$ cat src/rtl/vram_write_arbiter.sv
// Arbitrates the single VRAM write port between buffered CPU character writes
// and a bulk write stream, with bounded bulk bursts and an urgent CPU drain path.
module vram_write_arbiter #(
    parameter int DEPTH     = 4,
    parameter int BURST_MAX = 8,
    parameter int URGENT    = 3,
    parameter int ADDR_W    = 16,
    parameter int DATA_W    = 8
) (
    input  logic              clk,
    input  logic              rst,
    input  logic              cpu_we,
    input  logic [ADDR_W-1:0] cpu_write_address,
    input  logic [DATA_W-1:0] cpu_write_data,
    output logic              cpu_full,
    input  logic              blk_req,
    input  logic [ADDR_W-1:0] blk_waddr,
    input  logic [DATA_W-1:0] blk_wdata,
    output logic              blk_gnt,
    output logic              vram_we,
    output logic [ADDR_W-1:0] vram_write_address,
    output logic [DATA_W-1:0] vram_write_data,
    output logic              busy,
    output logic              overflow
);

    localparam int PW = (DEPTH > 1) ? $clog2(DEPTH) : 1;
    localparam int CW = PW + 1;
    localparam int BW = $clog2(BURST_MAX + 1);

    typedef enum logic [1:0] {IDLE, BULK, CPU} state_t;

    state_t            state_q, state_d;
    logic [ADDR_W-1:0] fifo_addr [DEPTH];
    logic [DATA_W-1:0] fifo_data [DEPTH];
    logic [PW-1:0]     wr_ptr, rd_ptr;
    logic [CW-1:0]     count;
    logic [BW-1:0]     burst_cnt, burst_nxt;
    logic              full, cpu_pend, push, cpu_gnt, bulk_gnt;
    logic              overflow_q;

    logic              vld_p0;
    logic [ADDR_W-1:0] addr_p0;
    logic [DATA_W-1:0] data_p0;
    logic              vld_p1;
    logic [ADDR_W-1:0] addr_p1;
    logic [DATA_W-1:0] data_p1;

    function automatic logic [BW-1:0] sat_inc(input logic [BW-1:0] v);
        return (v == BW'(BURST_MAX)) ? v : v + 1'b1;
    endfunction

    assign full     = (count == CW'(DEPTH));
    assign cpu_pend = (count != '0);
    assign push     = cpu_we && !full;

    // Grants are forced low while reset is held so the bulk engine never advances.
    always_comb begin
        state_d   = IDLE;
        cpu_gnt   = 1'b0;
        bulk_gnt  = 1'b0;
        burst_nxt = '0;
        if (rst) begin
            if (cpu_pend && blk_req) begin
                if (count >= CW'(URGENT) || burst_cnt == BW'(BURST_MAX))
                    cpu_gnt = 1'b1;
                else
                    bulk_gnt = 1'b1;
            end else if (cpu_pend) begin
                cpu_gnt = 1'b1;
            end else if (blk_req) begin
                bulk_gnt = 1'b1;
            end
            if (cpu_gnt)
                state_d = CPU;
            else if (bulk_gnt)
                state_d = BULK;
            if (bulk_gnt && cpu_pend)
                burst_nxt = sat_inc(burst_cnt);
        end
    end

    always_ff @(posedge clk or negedge rst) begin
        if (!rst) begin
            wr_ptr     <= '0;
            rd_ptr     <= '0;
            count      <= '0;
            burst_cnt  <= '0;
            state_q    <= IDLE;
            overflow_q <= 1'b0;
        end else begin
            if (push)
                wr_ptr <= wr_ptr + 1'b1;
            if (cpu_gnt)
                rd_ptr <= rd_ptr + 1'b1;
            case ({push, cpu_gnt})
                2'b10:   count <= count + 1'b1;
                2'b01:   count <= count - 1'b1;
                default: count <= count;
            endcase
            burst_cnt <= burst_nxt;
            state_q   <= state_d;
            if (cpu_we && full)
                overflow_q <= 1'b1;
        end
    end

    always_ff @(posedge clk) begin
        if (push) begin
            fifo_addr[wr_ptr] <= cpu_write_address;
            fifo_data[wr_ptr] <= cpu_write_data;
        end
    end

    // p0: select the granted write
    assign vld_p0  = cpu_gnt || bulk_gnt;
    assign addr_p0 = cpu_gnt ? fifo_addr[rd_ptr] : blk_waddr;
    assign data_p0 = cpu_gnt ? fifo_data[rd_ptr] : blk_wdata;

    // p1: registered VRAM write port
    always_ff @(posedge clk or negedge rst) begin
        if (!rst) begin
            vld_p1  <= 1'b0;
            addr_p1 <= '0;
            data_p1 <= '0;
        end else begin
            vld_p1 <= vld_p0;
            if (vld_p0) begin
                addr_p1 <= addr_p0;
                data_p1 <= data_p0;
            end
        end
    end

    assign blk_gnt            = bulk_gnt;
    assign cpu_full           = full;
    assign overflow           = overflow_q;
    assign vram_we            = vld_p1;
    assign vram_write_address = addr_p1;
    assign vram_write_data    = data_p1;
    assign busy               = cpu_pend || blk_req || (state_q != IDLE);

endmodule

$ cat config.mk
export PLATFORM = sky130hd
export DESIGN_NAME = vram_write_arbiter
export DESIGN_NICKNAME = d
export VERILOG_FILES = /design/src/rtl/vram_write_arbiter.sv
export SDC_FILE = /design/constraint.sdc
export NUM_CORES = 1
export LEC_CHECK = 0
export BUFFER_PORTS_ARGS = -buffer_cell sky130_fd_sc_hd__buf_2
export CAP_MARGIN = 30
export CORE_MARGIN = 3
export CORE_UTILIZATION = 35
export CTS_CLUSTER_DIAMETER = 30
export DETAILED_ROUTE_END_ITERATION = 16
export GPL_TIMING_DRIVEN = 0
export SLEW_MARGIN = 15
export SYNTH_ARGS = -nofsm -noshare
export SYNTH_HDL_FRONTEND = slang
export SYNTH_SLANG_ARGS = --single-unit
$ cat constraint.sdc
create_clock -name clk -period 3.95 [get_ports clk]
set_input_delay 0.5925 -clock clk [delete_from_list [all_inputs] [get_ports clk]]
set_output_delay 0.5925 -clock clk [all_outputs]
set_load 0.02 [all_outputs]
==> impl_results.md <==
- DRT iter0 DRCs: 113
- Worst Hold Class: primary input to asynchronous set/reset pin
- Setup CP Type: primary input to flop
- CP Max Fanout: 23
- Synth top cells by count: edfxtp_1, dfrtp_1, nand2_1
- Leakage power: 2.63 nW
- Post-synthesis xor/xnor area fraction: 1.29%
- Post-synth EDFFs: 96
- Area growth from synthesis to layout: 23.4%
- Worst Max-Slew Pin Slew: 0.722 ns
- Port Buffer Count: 80
- CP Capture Type: flop
- Worst skew pair latency: 0.41 ns
- Compound-Gate Fraction of Synth Area: around 3.3%
- Top cells by area, synth: edfxtp_1, dfrtp_1, mux4_2
- Die height: ~130 µm
- Max-Cap Viols: 0
- Multiplexer share of the synthesized area: 15.3%
- CP startpoint kind: primary input
- Antenna cells: 0
- Instance count of the mapped netlist: 300
- Top-Level Pins: 81
- DRC violations left: 0
- Routed Antenna Nets: 0
- Site Rows: 44
- Post-CTS Resized: 0
- Largest family of logic cells by synthesized area: multiplexers
- Max VDD drop: around 0.00042 V
- Vias in the first global route: 3137
- Critical Path AT: ~3.0 ns
- P per Cell Area: roughly 760 nW/µm²
- #FFs+latches synth: about 140
- CTS Sinks: about 140
- Remaining global-route overflow: 0
- TritonCTS Buffers: 17
- Final net count: 460
- Area leader, netlist: edfxtp_1
- GRT Util Overall: between 10 and 15%
- Max clock buf depth: 2
- Syn_nets: 360
- Post-Syn Area per Cell: 18.1 µm²
- Worst Setup SP: rst
- Filler cells: 1347
- Synth Area in Simple Gates: 3.76%
- Starting Density: roughly 36%
- RSZ-0062 raised after global routing: false
- Min cycle time layout: 2.64 ns
- Period utilization: 66.9%
- Worst Path Required: 4.29 ns
- Share of layout cells above drive strength 1: 35.4%
- DR WL/cell: 18.4 µm
- Number of H-tree levels: 4
- Synth Flop Type: edfxtp_1
- Reg2reg start: burst_cnt[0]$_DFFE_PN0P_
- Post-synth cell types: 32
- Synth top area share: between 50% and 60%
- Die X: around 130 µm
- Post-cts hold buffer count: 0
- TritonCTS clock tree: yes
- Ys Warns: 0
- Post-synthesis adder-cell area fraction: 1.98%
- Outcome: completed
- Vias per inst: between 4 and 5
- Pin count of the biggest net entering global routing: 25
- Initial antenna violation count: 1
- Ys async rst share: 28.9%
- Clock Tree Root: clkbuf_16
- Setup Buffers After CTS: 0
- Final WL: roughly 11000 µm
- PnR Total Power: between 5 and 6 mW
- Relative slew margins: 51.9%
- Die area: 17000 µm²
- Pins Over Slew Limit: 0
- Placer Congestion: 0.700
- Worst hold margin: between 0.15 and 0.2 ns
- CORE AREA: between 10000 and 15000 µm²
- Count leader, synth: edfxtp_1
- Max Fclk: 378 MHz
- Cell Area, Synth: 5420 µm²
- Reg clk slew, reported paths: approximately 0.060 ns
- Max Clock Skew: 0.00914 ns
- DPL Wire Length: 7240 µm
- First-pass GRT wire length: 17300 µm
- # setup viols final: 0
- Vias after detailed routing: around 2900
- Setup_tns: 0 ns
- Placed inst area: 6090 µm²
- DRT Pass-1 Iters: 4
- Final Hold Vio Count: 0
- Seq/Total Area, Yosys: 71.2%
- Design area: 6690 µm²
-- layer usage --
| layer | GRT usage (%) | part of all wire (%) | vias to the layer above |
|---|---|---|---|
| li1 | - | - | 1348 |
| met1 | 17.5 | 43 | 1475 |
| met2 | 23.1 | 50 | 66 |
| met3 | 4.92 | 5.5 | 18 |
| met4 | 4.17 | 1.2 | 2 |
| met5 | 0 | 0.12 | - |
-- report_power, final --
group	internal (mW)	switching (mW)
Clock	1.02	0.578
Sequential	1.91	0.130
Combinational	0.637	0.822
Total	3.57	1.53
-- registers in the layout, indices dropped and copies added (netlist names) --
signal / cells
fifo_addr: 64
fifo_data: 32
vram_write_address: 16
vram_write_data: 8
burst_cnt: 4
count: 3
rd_ptr: 2
state_q: 2
wr_ptr: 2
overflow: 1
vram_we: 1
-- final timing paths --
| check | end | slack, ns | cells past startpoint |
|---|---|---|---|
| hold reg to reg | overflow$_DFFE_PN0P_ | 0.45 | 1 |
| max in group asynchronous | rd_ptr[1]$_DFFE_PN0N_ | 3.26 | 2 |
| setup / recovery | count[2]$_DFFE_PN0P_ | 1.31 | 12 |
| min in group clk | overflow$_DFFE_PN0P_ | 0.39 | 2 |
| setup reg to reg | count[2]$_DFFE_PN0P_ | 1.50 | 12 |
| hold / removal | burst_cnt[3]$_DFFE_PN0P_ | 0.17 | 1 |
-- cell usage in the layout (no fill, tap or decap), types with 4 or more instances in the layout --
master     count
mux2i_1       24
buf_2         85
edfxtp_1      96
o21ai_1       17
nor2_1         5
clkbuf_16     17
dfrtp_1       39
and2_2         4
nand2_1       28
xnor2_1        4
mux4_2        14
o21ai_0        8
buf_6          6
inv_1         10
mux4_1        10
ha_1           7
xor2_1         4
-- stage by stage --
stage	utilization (%)	setup slack, ns	std cells
2_1_floorplan	-	1.70	300
3_3_place_gp	40.7	0.644	564
3_5_place_dp	40.9	0.816	565
4_1_cts	45.0	1.26	597
5_1_grt	45.0	1.03	597
6_report	45.0	1.31	597
-- cells by family (layout without fill, tap and decap cells) --
family | after synthesis | count (layout)
buf+inv | 24 | 137
fa+ha+maj | 8 | 8
compound gates | 32 | 32
xor+xnor | 8 | 8
mux | 49 | 49
simple gates | 44 | 44
flops | 135 | 135
-- worst max-delay path, cell delays in order --
cell and delay, ns:
buf_2 0.45, buf_16 0.25, o31ai_1 0.09, a31oi_1 0.17
buf_6 0.22, buf_12 0.17, ha_1 0.19, inv_1 0.06
fa_1 0.37, xor2_1 0.15, nor2_1 0.11, xor2_1 0.15
-- layout make-up --
| type | count | area [µm²] | share of cell area (%) |
|---|---|---|---|
| clock buffer | 20 | 457 | 6.82 |
| timing repair buffer | 81 | 428 | 6.39 |
| sequential | 135 | 3860 | 57.6 |
| multi-input combinational | 141 | 1390 | 20.8 |
| buffer | 14 | 138 | 2.06 |
| inverter | 10 | 37.5 | 0.561 |
| tap | 184 | 230 | 3.44 |
| clock inverter | 12 | 151 | 2.26 |
Power figures use the tool's default switching activity.
